<file path="src/rtl/divider_pkg.sv">
// Shared types and constants for the sequential restoring divider.
//   div_state_t    : controller states (IDLE, RUN, DONE)
//   DIV0_QUOTIENT  : all-ones quotient reported for a zero divisor; slice to WIDTH
//   div_clog2()    : bit-counter width for a given operand width
package divider_pkg;

   typedef enum logic [1:0] {
      IDLE = 2'd0,
      RUN  = 2'd1,
      DONE = 2'd2
   } div_state_t;

   localparam int DIV_MAX_WIDTH = 64;

   // Kept wide so any WIDTH up to DIV_MAX_WIDTH can take its low slice.
   localparam logic [DIV_MAX_WIDTH-1:0] DIV0_QUOTIENT = '1;

   // Counter must hold 0..w-1; never narrower than one bit.
   function automatic int div_clog2(input int w);
      return (w > 2) ? $clog2(w) : 1;
   endfunction

endpackage

</file>
<file path="src/rtl/divider_step.sv">
// One restoring-division step, purely combinational.
//   r       in  WIDTH  current partial remainder (always < divisor, so WIDTH bits suffice)
//   bit_in  in  1      next dividend bit shifted in from the quotient register
//   divisor in  WIDTH  divisor
//   r_next  out WIDTH  partial remainder after the trial subtraction
//   q_bit   out 1      quotient bit produced by this step
module divider_step
   import divider_pkg::*;
#(
   parameter int WIDTH = 8
) (
   input  logic [WIDTH-1:0] r,
   input  logic             bit_in,
   input  logic [WIDTH-1:0] divisor,
   output logic [WIDTH-1:0] r_next,
   output logic             q_bit
);

   logic [WIDTH:0] r_shift;
   logic [WIDTH:0] divisor_ext;

   assign r_shift     = {r, bit_in};
   assign divisor_ext = {1'b0, divisor};

   always_comb begin
      r_next = r_shift[WIDTH-1:0];
      q_bit  = 1'b0;
      if (r_shift >= divisor_ext) begin
         // Result is below divisor, so the dropped top bit is zero.
         r_next = WIDTH'(r_shift - divisor_ext);
         q_bit  = 1'b1;
      end
   end

endmodule

</file>
<file path="src/rtl/divider_seq_core.sv">
// Multi-cycle unsigned restoring divider, one quotient bit per clock.
//   clk, rst               clock, synchronous active-high reset
//   in_valid/in_ready      operand handshake; dividend/divisor sampled on acceptance
//   out_valid/out_ready    result handshake; quotient/remainder/div_by_zero held while stalled
//   busy                   high whenever an operation is in flight or waiting to be taken
//
// state | meaning
// ------+-----------------------------------------------------------
// IDLE  | waiting for operands, in_ready high
// RUN   | shifting out one quotient bit per clock, WIDTH clocks total
// DONE  | result valid, waiting for out_ready
module divider_seq_core
   import divider_pkg::*;
#(
   parameter int WIDTH = 8
) (
   input  logic             clk,
   input  logic             rst,
   input  logic             in_valid,
   output logic             in_ready,
   input  logic [WIDTH-1:0] dividend,
   input  logic [WIDTH-1:0] divisor,
   output logic             out_valid,
   input  logic             out_ready,
   output logic [WIDTH-1:0] quotient,
   output logic [WIDTH-1:0] remainder,
   output logic             div_by_zero,
   output logic             busy
);

   localparam int CNT_W = div_clog2(WIDTH);
   localparam logic [CNT_W-1:0] CNT_LAST = CNT_W'(WIDTH - 1);

   div_state_t       state;
   logic [WIDTH-1:0] q_reg;
   logic [WIDTH-1:0] r_reg;
   logic [WIDTH-1:0] divisor_reg;
   logic [CNT_W-1:0] count;
   logic [WIDTH-1:0] r_next;
   logic             q_bit;

   divider_step #(.WIDTH(WIDTH)) u_step (
      .r       (r_reg),
      .bit_in  (q_reg[WIDTH-1]),
      .divisor (divisor_reg),
      .r_next  (r_next),
      .q_bit   (q_bit)
   );

   assign in_ready  = (state == IDLE) && !rst;
   assign busy      = (state != IDLE);
   assign quotient  = q_reg;
   assign remainder = r_reg;

   always_ff @(posedge clk) begin
      if (rst) begin
         state       <= IDLE;
         q_reg       <= '0;
         r_reg       <= '0;
         divisor_reg <= '0;
         count       <= '0;
         out_valid   <= 1'b0;
         div_by_zero <= 1'b0;
      end else begin
         case (state)
            IDLE: begin
               if (in_valid) begin
                  divisor_reg <= divisor;
                  count       <= '0;
                  if (divisor == '0) begin
                     // Zero divisor skips RUN entirely.
                     q_reg       <= DIV0_QUOTIENT[WIDTH-1:0];
                     r_reg       <= dividend;
                     div_by_zero <= 1'b1;
                     out_valid   <= 1'b1;
                     state       <= DONE;
                  end else begin
                     q_reg       <= dividend;
                     r_reg       <= '0;
                     div_by_zero <= 1'b0;
                     state       <= RUN;
                  end
               end
            end
            RUN: begin
               // Quotient register doubles as the dividend shifter.
               r_reg <= r_next;
               q_reg <= {q_reg[WIDTH-2:0], q_bit};
               count <= count + CNT_W'(1);
               if (count == CNT_LAST) begin
                  out_valid <= 1'b1;
                  state     <= DONE;
               end
            end
            DONE: begin
               if (out_ready) begin
                  out_valid <= 1'b0;
                  state     <= IDLE;
               end
            end
            default: begin
               out_valid <= 1'b0;
               state     <= IDLE;
            end
         endcase
      end
   end

endmodule
</file>
<file path="config.mk">
export PLATFORM = sky130hd
export DESIGN_NAME = divider_seq_core
export DESIGN_NICKNAME = d
export VERILOG_FILES = /design/src/rtl/divider_pkg.sv /design/src/rtl/divider_step.sv /design/src/rtl/divider_seq_core.sv
export SDC_FILE = /design/constraint.sdc
export NUM_CORES = 1
export LEC_CHECK = 0
export ABC_AREA = 1
export BUFFER_PORTS_ARGS = -buffer_cell sky130_fd_sc_hd__buf_2
export CORE_MARGIN = 8
export CORE_UTILIZATION = 30
export DETAILED_ROUTE_END_ITERATION = 16
export PLACE_DENSITY = 0.45
export SLEW_MARGIN = 15
export SYNTH_ARGS = -nofsm -noshare
export SYNTH_HDL_FRONTEND = slang
export SYNTH_SLANG_ARGS = --single-unit
</file>
<file path="constraint.sdc">
create_clock -name clk -period 4.5 [get_ports clk]
set_input_delay 0.45 -clock clk [delete_from_list [all_inputs] [get_ports clk]]
set_output_delay 0.45 -clock clk [all_outputs]
set_load 0.02 [all_outputs]
</file>
==> results.txt, run 1 <==
Fin nets = 335
CTS Hold Bufs = 0
Initial antenna violation count = 0
Crit-path slowest cell = nor2_2
Hold_sp = rst
Detail Placement HPWL = 4150 um
Core area = 5990 um2
Drt total wl = 5230 um
Crit path time final = 2410 ps
Reg2reg start = state[0]
Vias in the first global route = 1,872
Max_cap viols = 0
Largest area contributor in the netlist = dfxtp_1
Drt wl/cell = 13.8 um
Die H = 95.0 um
Slew Limit Fails = 0
Number of H-tree levels = 2
Area delta synth->final = 18.2%
Layout cells sized above 1 = 0.210
Asr flop ratio synth = 0
Worst-path fanout max = 24
Peak VDD IR = 199 uV
Commonest non-fill, non-tap cell in the layout = nand2_1
Tcrit/Tclk final = 0.535
CTS tree = done
Post-synth top area share = 0.331
Final setup fails = 0
Sequential area share after synthesis = 0.331
Die X-Extent = 95.0 um
Primary FF master, synth = dfxtp_1
RSZ-0062 raised after global routing = no
Pwr Density = 481 nW/um2
Clock Latency Late Sink = 280 ps
Critical path origin = state[0]
Count of input and output buffers = 39
Highest achievable clock rate = 415 MHz
Die Footprint = 9030 um2
Most frequent cells in the layout = 51 x nand2_1, 39 x buf_2, 33 x a21oi_1, 32 x inv_1, 31 x dfxtp_1
Setup crit start kind = flop
Worst path buffer plus inverter count = 3
N_diodes = 0
Slew headroom = 0.353
Inserted Clock Buffers = 5
Clock root cell = clkbuf_8
Final Core Density = 0.370
Vias = 1,803
Critical Path RT = 4670 ps
Vias/cell = 4.74
Detailed Routing Iterations Pass 1 = 4
GRT Overall Usage = 0.127
CP cell instances = inv_1 -> nor2_2 -> inv_2 -> nand2_2 -> inv_1 -> a31oi_1 -> a21oi_2
Final WS setup = 2090 ps
CP peak stage delay = 740 ps
Top cells by area, synth = dfxtp_1 33%, nand2_1 10%, a21oi_1 8.8%, o21ai_0 7.7%, ha_1 6.7%
CP Capture Type = flop
Row Count = 28
Routability cong. = 0.806
Largest net degree at the start of global routing = 27
Setup_tns = 0 ps
GR peak layer = met2
CTS sink cnt = 31
Critical Path AT = 2580 ps
Crit path max-delay family = simple AND/OR/NAND/NOR gates
Clock buffer depth = 2
DRC = 0
Final Hold Viols = 0
Cts repair resizes = 0
Hold path depth = 2
LEAKAGE = 1.08 nW
Post-DRT Antenna Nets = 0
IO Count = 40
Met2 Resource Use GR = 0.204
Syn Inst Count = 266
Count of cell types in the netlist = 31
Post-Place Worst Slack = 2110 ps
Crit path top cell by count = inv_1
Outcome = complete, no violations
Overflow after GRT = 0
FILL cells = 689
Ys Warns = 0
Post CTS Setup Buffer Count = 0
First DRT Iteration DRCs = 88
Syn Area/Cell = 7.04 um2
Met3 global-route usage = 0.0330
Grt met1 use = 0.166
Slew @ Worst Pin = 970 ps
Skew final = 9.90 ps
Syn Nets = 297
WP depth = 7
Synth Cell Area = 1870 um2
Reg2Reg Depth = 7
Crit Path Class = reg -> reg
Post-synth EDFFs = 0
Initial Util = 0.313
Global-route wire length before repair = 9050 um
Clk slew on worst S/H paths = 70 ps
Yosys reg bits = 31
Worst Hold Class = in -> reg
-- cell usage after synthesis (2+ instances only) --
cell type / count
xor2_1: 2
dfxtp_1: 31
nand2_4: 2
clkbuf_1: 2
buf_2: 2
nor2_2: 2
nand3_1: 15
a41oi_1: 3
nand2_2: 4
inv_2: 4
o21ai_0: 29
buf_4: 3
inv_1: 32
mux2i_1: 2
nor2_1: 19
nand4_1: 3
ha_1: 10
nand2_1: 51
nand3b_1: 6
a21oi_1: 33
-- per-layer routing --
layer | share of wire | up-vias
met5 | 0 | -
met3 | 0.043 | 6
met4 | 0.0078 | 0
met2 | 0.44 | 30
met1 | 0.51 | 809
li1 | - | 958
-- metrics by stage --
step / power (mW) / area [um2] / hold slack, ps / std cells
after floorplan: 0.714 / 1870 / 429 / 266
after global placement: 0.829 / 2110 / 458 / 372
after detailed placement: 0.830 / 2110 / 459 / 372
after CTS: 1.08 / 2210 / 404 / 380
after global routing: 1.16 / 2210 / 410 / 380
final: 1.06 / 2210 / 412 / 380
-- layout make-up --
class | count | area (um2) | area share
well taps | 75 | 93.8 | 0.0424
multi-input cells | 191 | 1070 | 0.481
flip-flops and latches | 31 | 621 | 0.280
clock inverters | 1 | 7.51 | 0.00339
clock buffers | 7 | 96.3 | 0.0435
inverters | 36 | 135 | 0.0610
repair buffers | 39 | 195 | 0.0881
-- logic make-up after synthesis --
logic type,synth area share
and+or+nand+nor,0.263
AOI/OAI and AO/OA,0.204
buffers and inverters,0.0995
DFF,0.331
adders and majority gates,0.0775
xor gates and xnor gates,0.0140
muxes,0.0107
-- final timing paths --
kind	end	slack (ps)
setup reg to reg	remainder[7]	2090
hold / removal	out_valid	410
hold reg to reg	count[1]	470
setup / recovery	remainder[7]	2090
-- power breakdown --
group	switching (mW)	internal, mW
clock	0.107	0.139
sequential	0.0322	0.313
combinational	0.307	0.166
total	0.446	0.618
(Power assumes the default switching activity.)
==> run 2: changes to the inputs <==
clock period = 2.5 ns   (was 4.5 ns; I/O delays follow)
==> run 2 against run 1 <==
Compared with the run above: hold slack got worse by 200 ps; via count decreased by 0.17%; core utilization decreased by 0.13 points; register-to-register slack got worse by 1400 ps; fmax increased by 36%; die area unchanged; clock-buffer cell count unchanged; final area decreased by 0.34%; non-clock buffer count increased by 2; largest cell class unchanged; wire length increased by 0.33%; critical path type unchanged.
==> results.txt, run 2 (same netlist as run 1, synthesis figures left out) <==
LEAKAGE = 1.08 nW (+0.16%)
Slew Limit Fails = 0 (unchanged)
Crit Path Class = reg -> reg
Initial Util = 0.313 (unchanged)
Setup_tns = 0 ps (unchanged)
Post CTS Setup Buffer Count = 0 (unchanged)
Row Count = 28 (unchanged)
Commonest non-fill, non-tap cell in the layout = nand2_1
Largest net degree at the start of global routing = 27 (unchanged)
Peak VDD IR = 264 uV (+33%)
Drt wl/cell = 13.7 um (-0.20%)
Layout cells sized above 1 = 0.208 (-0.00137)
Fin cells = 382 (+0.53%)
Area after DPL = 2130 um2 (+0.71%)
Highest achievable clock rate = 566 MHz (+36%)
Slew @ Worst Pin = 675 ps (-295 ps)
Crit path time final = 1770 ps (-641 ps)
Tcrit/Tclk final = 0.707 (+0.172)
Placed cells = 374 (+0.54%)
RSZ-0062 raised after global routing = no
N_diodes = 0 (unchanged)
Global-route wire length before repair = 8490 um (-6.2%)
Most frequent cells in the layout = 51 x nand2_1, 39 x buf_2, 33 x a21oi_1, 32 x inv_1, 31 x dfxtp_1
Outcome = complete, no violations
Final setup fails = 0 (unchanged)
Setup crit start kind = flop
CTS tree = done
Pwr Density = 851 nW/um2 (+77%)
CTS sink cnt = 31 (unchanged)
IO Count = 40 (unchanged)
Worst hold slack = 213 ps (-199 ps)
CP Capture Type = flop
CTS Hold Bufs = 0 (unchanged)
FILL cells = 684 (-0.73%)
Worst-path fanout max = 3 (-88%)
DRC = 0 (unchanged)
Worst Hold Class = in -> reg
Overflow after GRT = 0 (unchanged)
Die X-Extent = 95.0 um (unchanged)
Critical Path RT = 2680 ps (-1990 ps)
Skew final = 8.18 ps (-1.73 ps)
Critical Path AT = 1950 ps (-630 ps)
Detail Placement HPWL = 4120 um (-0.76%)
Slew headroom = 0.550 (+0.197)
Inserted Clock Buffers = 5 (unchanged)
Post-DRT Antenna Nets = 0 (unchanged)
Drt total wl = 5240 um (+0.33%)
Routability cong. = 0.818 (+1.5%)
Vias = 1,800 (-0.17%)
Clock root cell = clkbuf_8
Final instance area = 2210 um2 (-0.34%)
Cts repair resizes = 0 (unchanged)
Vias in the first global route = 1,738 (-7.2%)
Clk slew on worst S/H paths = 70 ps (about the same)
Total power draw = 1.88 mW (+76%)
Fin nets = 337 (+0.60%)
Area delta synth->final = 17.8%
Clock Latency Late Sink = 290 ps (about the same)
First DRT Iteration DRCs = 79 (-10%)
Vias/cell = 4.71 (-0.69%)
GRT Overall Usage = 0.120 (-0.00636)
Detailed Routing Iterations Pass 1 = 5 (+1)
Max_cap viols = 0 (unchanged)
Core area = 5990 um2 (unchanged)
Die Footprint = 9030 um2 (unchanged)
Clock buffer depth = 2 (unchanged)
Final Hold Viols = 0 (unchanged)
Count of input and output buffers = 39 (unchanged)
Initial antenna violation count = 0 (unchanged)
Number of H-tree levels = 2 (unchanged)
Die H = 95.0 um (unchanged)
[run 2: changes by cell type in the layout (fill, tap and decap cells not counted), sizes merged]
cell      before  now
clkinvlp       1    0
buf           39   41
clkinv         0    1
[run 2: layout make-up]
| class | instances | area (um2) | area share |
|---|---|---|---|
| clock inverters | 1 | 5.00 | 0.00227 |
| multi-input cells | 191 | 1070 | 0.483 |
| inverters | 36 | 135 | 0.0612 |
| repair buffers | 41 | 210 | 0.0952 |
| clock buffers | 7 | 76.3 | 0.0346 |
| well taps | 75 | 93.8 | 0.0425 |
| flip-flops and latches | 31 | 621 | 0.281 |
[run 2: routing by layer]
| layer | global-route usage | part of all wire |
|---|---|---|
| met5 | 0 | 0 |
| met2 | 0.183 | 0.45 |
| met1 | 0.161 | 0.50 |
| met4 | 0.0429 | 0.0061 |
| met3 | 0.0307 | 0.048 |
[run 2: power by group]
group | switching, mW | total, mW | leakage [nW] | internal [mW]
clock network | 0.201 | 0.396 | 0.0422 | 0.195
logic | 0.554 | 0.859 | 0.784 | 0.306
registers | 0.0579 | 0.622 | 0.256 | 0.564
[run 2: final timing paths]
path	cells past startpoint	end	slack (ps)	from
setup / recovery	10	remainder[4]	730	quotient[7]
hold / removal	2	count[2]	210	rst
setup reg to reg	10	remainder[4]	730	quotient[7]
hold reg to reg	2	divisor_reg[6]	460	divisor_reg[6]
[run 2: worst max-delay path, stage by stage, from the launching register on]
cell and delay [ps]:
dfxtp_1 360, inv_1 70, ha_1 210, fa_1 430
inv_1 100, nand3_1 70, nand3_1 90, xnor2_1 140
nand2_1 70, nand3_1 60, a21oi_1 60
[run 2: per-stage QoR]
stage,util,setup slack (ps)
6_report,0.368,733
4_1_cts,0.368,708
3_3_place_gp,0.355,704
3_5_place_dp,0.355,736
2_1_floorplan,-,855
5_1_grt,0.368,554
==> run 3: changes to the inputs <==
PLACE_DENSITY = 0.47   (was 0.45)
clock period = 1.6 ns   (was 2.5 ns; I/O delays follow)
==> run 3 against run 2 <==
Compared with the run above: clock skew down 2.2 ps; clock-buffer cell count down 2; largest power group unchanged; combinational power up 100%; core utilization up 5.8 points; largest cell class unchanged; register-to-register slack worse by 650 ps; sequential share of layout area down 3.5 points; via count up 6.3%; fmax up 17%.
==> results.txt, run 3 (same netlist as run 1, synthesis figures left out) <==
Die H = 95.0 um (unchanged)
Slew Limit Fails = 0 (unchanged)
Sw frac = 0.423 (-0.00950)
Critical Path AT = 1740 ps (-210 ps)
Final setup fails = 0 (unchanged)
Slew headroom = 0.800 (+0.251)
FILL cells = 616 (-9.9%)
Grt met1 use = 0.162 (+0.000775)
Area after DPL = 2310 um2 (+8.5%)
Initial Util = 0.313 (unchanged)
Net Sw Power = 1.42 mW (+75%)
DRC = 0 (unchanged)
Pwr Density = 1310 nW/um2 (+54%)
CTS Hold Bufs = 0 (unchanged)
GRT Overall Usage = 0.129 (+0.00830)
Vias/cell = 4.71 (about the same)
Drt wl/cell = 13.9 um (+1.1%)
Clock buffer depth = 2 (unchanged)
IO Count = 40 (unchanged)
Pint = 1.94 mW (+82%)
Drt total wl = 5630 um (+7.5%)
Setup crit start kind = flop
Fin nets = 361 (+7.1%)
Tcrit/Tclk final = 0.947 (+0.240)
Clock power share = 0.195 (-0.016)
Sequential Power Share = 0.292 (-0.039)
Post-DRT Antenna Nets = 0 (unchanged)
CP cell instances = inv_2 -> ha_4 -> nand2_1 -> inv_2 -> nand3_2 -> nand2_2 -> nand2_4 -> buf_6 -> nand3b_1 -> nand3_1 -> a21oi_1
Final Hold Viols = 0 (unchanged)
CTS tree = done
Inserted Clock Buffers = 5 (unchanged)
Slew @ Worst Pin = 299 ps (-375 ps)
Outcome = complete, no violations
Gate power share = 0.513 (+0.055)
Met3 global-route usage = 0.0299 (-0.000786)
Vias in the first global route = 1,849 (+6.4%)
Vias = 1,914 (+6.3%)
Clock Latency Late Sink = 290 ps (about the same)
Skew final = 5.94 ps (-2.23 ps)
Most frequent cells in the layout = 45 x nand2_1, 39 x buf_2, 32 x a21oi_1, 29 x o21ai_0, 25 x dfxtp_1
GR peak layer = met2
Clock root cell = clkbuf_8
Total power draw = 3.36 mW (+79%)
Die Footprint = 9030 um2 (unchanged)
RSZ-0062 raised after global routing = yes
Detail Placement HPWL = 4420 um (+7.1%)
Crit-path slowest cell = dfxtp_1
Final Core Density = 0.427 (+0.0583)
Crit path time final = 1510 ps (-252 ps)
CTS sink cnt = 31 (unchanged)
Hold path depth = 2 (unchanged)
N_diodes = 0 (unchanged)
LEAKAGE = 1.20 nW (+11%)
Global-route wire length before repair = 8930 um (+5.2%)
Critical Path RT = 1830 ps (-850 ps)
Number of H-tree levels = 2 (unchanged)
Met2 Resource Use GR = 0.210 (+0.0272)
Highest achievable clock rate = 660 MHz (+17%)
Worst Hold Class = in -> reg
Row Count = 28 (unchanged)
Clk slew on worst S/H paths = 80 ps (about the same)
Final instance area = 2560 um2 (+16%)
CP peak stage delay = 330 ps (-100 ps)
Die X-Extent = 95.0 um (unchanged)
Layout cells sized above 1 = 0.366 (+0.157)
Core area = 5990 um2 (unchanged)
Placed cells = 396 (+5.9%)
Crit path top cell by count = inv_2
Reg2Reg Depth = 11 (+1)
Setup_tns = 0 ps (unchanged)
Area delta synth->final = 36.5%
First DRT Iteration DRCs = 64 (-19%)
CP Capture Type = flop
Worst-path fanout max = 5 (+2)
Overflow after GRT = 0 (unchanged)
Peak VDD IR = 529 uV (+100%)
Max_cap viols = 0 (unchanged)
Routability cong. = 0.802 (-1.9%)
Count of input and output buffers = 39 (unchanged)
Detailed Routing Iterations Pass 1 = 4 (-1)
Initial antenna violation count = 0 (unchanged)
Commonest non-fill, non-tap cell in the layout = nand2_1
Fin cells = 406 (+6.3%)
Largest net degree at the start of global routing = 24 (-11%)
Crit Path Class = reg -> reg
## run 3: cell count changes in the layout (fill, tap and decap cells not counted), moves of 6 or more
cell,previous run,this run
inv_1,32,24
ha_4,0,7
nand2_1,51,45
nand2_2,4,10
ha_1,10,2
inv_2,4,12
dfxtp_2,0,6
dfxtp_1,31,25
buf_4,2,23
## run 3: cell type report
| cell class | count | area [um2] | area share |
|---|---|---|---|
| Inverter | 36 | 135 | 0.0529 |
| Sequential cell | 31 | 628 | 0.246 |
| Clock buffer | 5 | 68.8 | 0.0269 |
| Timing Repair Buffer | 65 | 410 | 0.161 |
| Clock inverter | 3 | 23.8 | 0.00930 |
| Multi-Input combinational cell | 191 | 1200 | 0.468 |
| Tap cell | 75 | 93.8 | 0.0367 |
## run 3: critical path, delay by kind of cell, from the launching register on
kind	cells	cell delay, ps
and+or+nand+nor	6	450
AOI/OAI and AO/OA	1	140
adders and majority gates	1	280
DFF	1	330
buffers and inverters	3	250
## run 3: path summary, 6_finish.rpt
kind	slack, ps	end	startpoint
worst max register to register	90	remainder[4]	divisor_reg[4]
worst max-delay path	90	remainder[4]	divisor_reg[4]
worst min register to register	470	count[0]	count[0]
worst min-delay path	110	count[1]	rst
## run 3: repair_timing
item                                   in CTS  in global routing
endpoints found under the hold margin       0                  0
setup buffers                               0                  2
gates resized for setup                    11                 23
pin swaps                                   4                  7
setup endpoints to repair                   5                 14
gates cloned                                0                  0
## run 3: stage by stage
step	hold slack (ps)	worst slack, ps
floorplan	229	17.3
global placement	422	-8.96
detailed placement	420	-27.9
CTS	104	0.0157
global route	106	-12.4
finish	107	85.0
## run 3: power by group through the flow
stage,logic (mW),clock network (mW),registers (mW)
after floorplan,0.959,0,1.05
after global placement,1.56,0,0.980
after detailed placement,1.54,0,0.978
after CTS,1.62,0.684,0.972
after global routing,1.90,0.718,0.997
final,1.72,0.654,0.982
## run 3: routing by layer
layer,vias to the layer above,part of all wire
li1,1017,-
met1,866,0.48
met2,23,0.48
met3,8,0.029
met4,0,0.013
met5,-,0
